===== config.mk =====
export PLATFORM = sky130hd
export DESIGN_NAME = horner_sequencer
export DESIGN_NICKNAME = d
export VERILOG_FILES = /design/src/rtl/horner_sequencer.sv
export SDC_FILE = /design/constraint.sdc
export NUM_CORES = 1
export LEC_CHECK = 0
export ABC_AREA = 1
export BUFFER_PORTS_ARGS = -buffer_cell sky130_fd_sc_hd__buf_2
export CAP_MARGIN = 20
export CORE_UTILIZATION = 56
export CTS_CLUSTER_SIZE = 25
export DETAILED_ROUTE_END_ITERATION = 6
export PLACE_DENSITY = 0.91
export SLEW_MARGIN = 20
export SYNTH_ARGS = -nofsm -noshare
export SYNTH_HDL_FRONTEND = slang
export SYNTH_SLANG_ARGS = --single-unit

===== constraint.sdc =====
create_clock -name clk -period 3.8 [get_ports clk]
set_clock_uncertainty 0.05 [all_clocks]
set_input_delay 0.95 -clock clk [delete_from_list [all_inputs] [get_ports clk]]
set_output_delay 0.95 -clock clk [all_outputs]
set_load 0.1 [all_outputs]

===== src/rtl/horner_sequencer.sv =====
// Host-side sequencer for the Horner datapath: accepts a sample, launches the datapath,
// waits for its result with latency/timeout checking, and buffers results in a 2-entry FIFO.
module horner_sequencer #(
    parameter int         DATA_W  = 20,
    parameter int         RES_W   = 20,
    parameter logic [7:0] LATENCY = 8'd197,
    parameter logic [7:0] TIMEOUT = 8'd255
) (
    input  logic              clk,
    input  logic              GlobalReset,
    input  logic              in_valid,
    input  logic [DATA_W-1:0] in_data,
    output logic              in_ready,
    output logic [DATA_W-1:0] x_out,
    output logic              srdyi,
    input  logic              srdyo,
    input  logic [RES_W-1:0]  y_in,
    output logic              out_valid,
    output logic [RES_W-1:0]  out_data,
    input  logic              out_ready,
    output logic              busy,
    output logic              lat_err,
    output logic              timeout_err,
    input  logic              err_clr,
    output logic [1:0]        state_dbg
);

    typedef enum logic [1:0] {
        IDLE   = 2'd0,
        LAUNCH = 2'd1,
        WAIT   = 2'd2
    } state_t;

    // Handshakes: a transfer happens on a rising edge where valid && ready are both high;
    // valid never depends combinationally on ready.
    state_t              state_q, state_d;
    logic [DATA_W-1:0]   x_out_q, x_out_d;
    logic                srdyi_q, srdyi_d;
    logic [7:0]          wait_cnt_q, wait_cnt_d;
    logic [RES_W-1:0]    mem_q [2];
    logic [RES_W-1:0]    mem_d [2];
    logic                wr_ptr_q, wr_ptr_d;
    logic                rd_ptr_q, rd_ptr_d;
    logic [1:0]          fifo_count_q, fifo_count_d;
    logic                lat_err_q, lat_err_d;
    logic                timeout_err_q, timeout_err_d;

    logic accept, push, pop, lat_set, to_set;

    always_ff @(posedge clk or negedge GlobalReset) begin
        if (!GlobalReset) begin
            state_q <= IDLE;
        end else begin
            state_q <= state_d;
        end
    end

    always_comb begin
        state_d = state_q;
        case (state_q)
            IDLE:    if (accept) state_d = LAUNCH;
            LAUNCH:  state_d = WAIT;
            WAIT:    if (srdyo || (wait_cnt_q == TIMEOUT)) state_d = IDLE;
            default: state_d = IDLE;
        endcase
    end

    always_comb begin
        in_ready  = (state_q == IDLE) && (fifo_count_q != 2'd2);
        busy      = (state_q != IDLE);
        state_dbg = state_q;
    end

    always_comb begin
        accept  = in_valid && in_ready;
        push    = (state_q == WAIT) && srdyo;
        pop     = out_valid && out_ready;
        // srdyo outside WAIT is always a latency fault; inside WAIT only the exact count is legal.
        lat_set = srdyo && ((state_q != WAIT) || (wait_cnt_q != LATENCY));
        to_set  = (state_q == WAIT) && !srdyo && (wait_cnt_q == TIMEOUT);

        x_out_d = accept ? in_data : x_out_q;
        srdyi_d = accept;

        wait_cnt_d = wait_cnt_q;
        if (state_q == LAUNCH) begin
            wait_cnt_d = 8'd1;
        end else if ((state_q == WAIT) && (wait_cnt_q != TIMEOUT)) begin
            wait_cnt_d = wait_cnt_q + 8'd1;
        end

        mem_d    = mem_q;
        wr_ptr_d = wr_ptr_q;
        rd_ptr_d = rd_ptr_q;
        if (push) begin
            mem_d[wr_ptr_q] = y_in;
            wr_ptr_d        = ~wr_ptr_q;
        end
        if (pop) begin
            rd_ptr_d = ~rd_ptr_q;
        end
        case ({push, pop})
            2'b10:   fifo_count_d = fifo_count_q + 2'd1;
            2'b01:   fifo_count_d = fifo_count_q - 2'd1;
            default: fifo_count_d = fifo_count_q;
        endcase

        lat_err_d     = lat_set ? 1'b1 : (err_clr ? 1'b0 : lat_err_q);
        timeout_err_d = to_set  ? 1'b1 : (err_clr ? 1'b0 : timeout_err_q);
    end

    always_ff @(posedge clk or negedge GlobalReset) begin
        if (!GlobalReset) begin
            x_out_q       <= '0;
            srdyi_q       <= 1'b0;
            wait_cnt_q    <= 8'd0;
            mem_q[0]      <= '0;
            mem_q[1]      <= '0;
            wr_ptr_q      <= 1'b0;
            rd_ptr_q      <= 1'b0;
            fifo_count_q  <= 2'd0;
            lat_err_q     <= 1'b0;
            timeout_err_q <= 1'b0;
        end else begin
            x_out_q       <= x_out_d;
            srdyi_q       <= srdyi_d;
            wait_cnt_q    <= wait_cnt_d;
            mem_q[0]      <= mem_d[0];
            mem_q[1]      <= mem_d[1];
            wr_ptr_q      <= wr_ptr_d;
            rd_ptr_q      <= rd_ptr_d;
            fifo_count_q  <= fifo_count_d;
            lat_err_q     <= lat_err_d;
            timeout_err_q <= timeout_err_d;
        end
    end

    assign x_out       = x_out_q;
    assign srdyi       = srdyi_q;
    assign out_valid   = (fifo_count_q != 2'd0);
    assign out_data    = mem_q[rd_ptr_q];
    assign lat_err     = lat_err_q;
    assign timeout_err = timeout_err_q;

endmodule


After elaboration in Yosys (flattened, before gate mapping)
Index checks and enable logic that the tools add are counted.

Add/sub/neg operators: 3. Order comparisons: 3. Equal/unequal tests: 11. Multiplexer cells: 15. Bitwise operators: 4. Reduce and logical (&&, ||, !) cells: 20.

Operators with widths (number): 20-bit two-way mux (4); 40-bit bitwise mux (1); 20-bit demux with 1-bit select (1); 8-bit two-way mux (2); 8-bit != test (second input constant) (2); 2-bit nonzero test (6); 1-bit logical AND (9); 8-bit by 1-bit adder with 8-bit output (second input constant) (1); 8-bit == test (second input constant) (1); 2-bit != test (second input constant) (4); 2-bit one-hot mux with 3 select lines (1); 2-bit by 1-bit == test with 1-bit output (second input constant) (2); 2-bit == test (second input constant) (2); 2-bit >= comparator (second input constant) (2); 2-bit two-way mux (2); 1-bit NOT with 2-bit output (2); 2-bit one-hot mux with 2 select lines (1); 1-bit two-way mux (3); 2-bit by 1-bit adder with 2-bit output (second input constant) (1); 2-bit zero test (1); 1-bit logical OR (2); 2-bit by 1-bit less-than comparator with 1-bit output (second input constant) (1); 1-bit NOT (2); 2-bit AND reduction (1); other kinds (2) (2).

Register bits: 77. Bits of input ports: 46. Output and inout port bits: 48. Logic and storage cells: 67.

Longest topological paths before layout
Depth in word-level cells: 6. Depth in mapped cells: 9. Depth with buffers taken out: 9.

Worst setup path before layout
OpenSTA, ideal clock, no wires.

Path type: flip-flop to output port. Start point: register state_q[1] (netlist: state_dbg[1]). End point: output port in_ready. Data arrival time: 1.696 ns. Required time: 2.800 ns. Setup slack: 1.104 ns. Cell stages (with the launch flop): 4. Buffers on the path: 0. Cells stage by stage: dfrtp_1 nor2_1 o21ai_0 inv_1.

Longest elaborated chain between the ends: 2.

Ends and longest elaborated chain: from (decl) (RTL line 36) `state_t state_q, state_d;`; from (signal assigned) (RTL line 54) `state_q <= state_d;`; 2-bit zero test (RTL line 69) `in_ready = (state_q == IDLE) && (fifo_count_q != 2'd2);`; 1-bit logical AND (RTL line 69); to (decl) (RTL line 13) `output logic in_ready,`.

Every way passes these cells.

Worst setup path in the final report
Start point: register rd_ptr_q. End point: output port out_data[8].

Longest elaborated chain between the ends: 4.

Ends and longest elaborated chain: from (decl) (RTL line 43) `logic rd_ptr_q, rd_ptr_d;`; from (signal assigned) (RTL line 131) `rd_ptr_q <= rd_ptr_d;`; 1-bit NOT with 2-bit output (implied by the code) (RTL line 141) `assign out_data = mem_q[rd_ptr_q];`; 20-bit two-way mux (implied by the code) (3 in series) (RTL line 141); to (decl) (RTL line 19) `output logic [RES_W-1:0] out_data,`.

Every way passes these cells. The select of a mux whose other input is x is not followed.

==> flow_metrics.env <==
export IMPL_status="finished, final reports clean"
export IMPL_hold_violations=0
export IMPL_worstSetupPathType="flop to primary output"
export IMPL_whs_path_depth=2
export IMPL_synth_warnings=0
export IMPL_die_area_sq_um=6480
export IMPL_vias=2871
export IMPL_slew_headroom_pct=35.5
export IMPL_worstHoldStart="lat_err$_DFFE_PN0P_"
export IMPL_fin_setup_tns_ns=0
export IMPL_syn_inst=411
export IMPL_grt_first_pass_wirelength_um=12200
export IMPL_worst_r2r_setup_slack_ns=1.69
export IMPL_min_to="lat_err$_DFFE_PN0P_"
export IMPL_post_route_period_util_pct=81.7
export IMPL_dr_pass1_iters=4
export IMPL_antenna_found_initial=0
export IMPL_drv_cap=0
export IMPL_io_pins=94
export IMPL_cp_start_kind="flop"
export IMPL_syn_area_sq_um=3450
export IMPL_finalWirelength_um=7310
export IMPL_arrival_ns=2.10
export IMPL_clk_latency_ns=0.34
export IMPL_yosysTopAreaCell="dfrtp_1"
export IMPL_root_buffer="clkbuf_8"
export IMPL_drc_errors=0
export IMPL_grt_max_degree=78
export IMPL_yosysSeqAreaShare_pct=55.8
export IMPL_hold_class="flop to flop"
export IMPL_setup_viol=0
export IMPL_cts_setup_buffers=0
export IMPL_place_congestion=0.832
export IMPL_ant_nets=0
export IMPL_synth_distinct_cells=24
export IMPL_die_w_um=80.5
export IMPL_worstSetupStartpoint="rd_ptr_q$_DFFE_PN0P_"
export IMPL_worstReg2RegStart="state_dbg[1]$_DFFE_PN0P_"
export IMPL_finalNetCount=549
export IMPL_synth_top_cell_area_share_pct=55.8
export IMPL_post_dp_hpwl_um=5000
export IMPL_rsz0062_at_grt="no"
export IMPL_syn_to_final_growth_pct=19.0
export IMPL_synth_area_leaders="dfrtp_1 (56%), nand2_1 (21%), o21ai_2 (5.1%)"
export IMPL_numCtsBuffers=9
export IMPL_wl_per_cell_um=12.6
export IMPL_cts_clk_slew_worst_paths_ns=0.07
export IMPL_start_util_pct=58.3
export IMPL_diodes=0
export IMPL_synth_area_per_cell_sq_um=8.40
export IMPL_fp_dieH_um=80.5
export IMPL_htreeDepth=3
export IMPL_gr_total_overflow=0
export IMPL_clock_sinks=77
export IMPL_min_period_ns=3.10
export IMPL_synth_seq_cells=77
export IMPL_layout_drive_gt1_share_pct=27.0
export IMPL_cts_buffer_depth=2
export IMPL_port_buffers=93
export IMPL_r2r_end="x_out[5]$_DFFE_PN0P_"
export IMPL_syn_num_nets=460
export IMPL_cts_tree="built"
export IMPL_crit_path_end_kind="primary output"
export IMPL_reg2reg_depth=7
export IMPL_slew_viol_final=0
export IMPL_grt_pass1_vias=2787
export IMPL_ctsResizeCount=0
export IMPL_core_sq_um=5920
export IMPL_viasPerCell=4.96
export IMPL_ctsHoldBuffers=0
export IMPL_max_freq_mhz=322
export IMPL_drt_iter0_markers=167
export IMPL_path_max_fanout=21
export IMPL_worstMarginPinSlew_ns=0.968
export IMPL_crit_required_ns=2.80
export IMPL_grt_usage_pct=25.2
export IMPL_rows=28
==> worst max-delay path: stages (launching register included) <==
cell and delay (ns):
dfrtp_1 0.37, buf_4 0.21, inv_1 0.51, nand2_1 0.13
nand2_1 0.11, buf_2 0.43
==> cell families (layout without fill, tap and decap cells) <==
family                   after synthesis  count (layout)  share of synthesized area, %
buffers and inverters                 56             149                          7.36
XOR/XNOR                               6               6                          1.52
AO/OA/AOI/OAI                         48              48                          9.24
adder cells (fa/ha/maj)                3               3                          1.09
AND/OR/NAND/NOR                      221             221                          25.0
flip-flops                            77              77                          55.8
==> layout make-up <==
type,count,area [sq um]
inverters,39,148
repair buffers,95,483
clock inverters,2,16.3
well taps,75,93.8
multi-input cells,278,1270
clock buffers,13,169
flip-flops and latches,77,1930
fillers,486,1810
==> cells in the mapped netlist, drive strengths merged <==
master / n
nand2: 196
dfrtp: 77
o21ai: 44
inv: 38
nor2: 13
buf: 9
clkbuf: 8
nand3: 6
xor2: 5
ha: 3
a21oi: 2
nand4: 2
or2: 2
clkinv: 1
nand3b: 1
nor3: 1
o22ai: 1
o31ai: 1
xnor2: 1
==> worst max path at each step <==
stage | end | slack [ns]
6_report | out_data[8] | 0.70
5_1_grt | out_data[14] | 0.55
4_1_cts | out_data[8] | 0.69
3_5_place_dp | out_data[14] | 1.07
3_3_place_gp | out_data[15] | 1.12
2_1_floorplan | in_ready | 1.10
==> sequential cells by signal, summed over array words and instances, names as in the netlist <==
register,cells
fifo_count_q,2
lat_err,1
mem_q,40
rd_ptr_q,1
srdyi,1
state_dbg,2
timeout_err,1
wait_cnt_q,8
wr_ptr_q,1
x_out,20
==> placed cells by master, fill, tap and decap left out, drive strengths merged <==
master    instances
o21ai            44
xor2              5
nand3b            1
inv              39
nand4             2
buf              95
ha                3
nor2             13
dfrtp            77
or2               2
o22ai             1
nand2           196
clkinv            1
a21oi             2
nor3              1
o31ai             1
clkbuf           13
xnor2             1
clkinvlp          1
nand3             6
==> metrics by stage <==
stage | instance area (sq um) | instances | setup WS (ns) | hold slack [ns] | util (%)
floorplan | 3450 | 411 | 1.10 | 0.403 | -
global placement | 3920 | 564 | 1.12 | 0.409 | 66.3
detailed placement | 3920 | 564 | 1.07 | 0.412 | 66.3
CTS | 4110 | 579 | 0.690 | 0.432 | 69.4
global route | 4110 | 579 | 0.548 | 0.451 | 69.4
finish | 4110 | 579 | 0.696 | 0.426 | 69.4
==> metal layers <==
metal | vias up | GRT usage [%] | wire [um]
met2 | 74 | 43.8 | 3840
met4 | 0 | 11.1 | 104
met3 | 10 | 4.43 | 271
li1 | 1432 | - | -
met5 | - | 0 | 0
met1 | 1355 | 30.4 | 3100
Power is not shown: default switching activity piles up to over one toggle a cycle in this logic, so the estimate is an artifact.
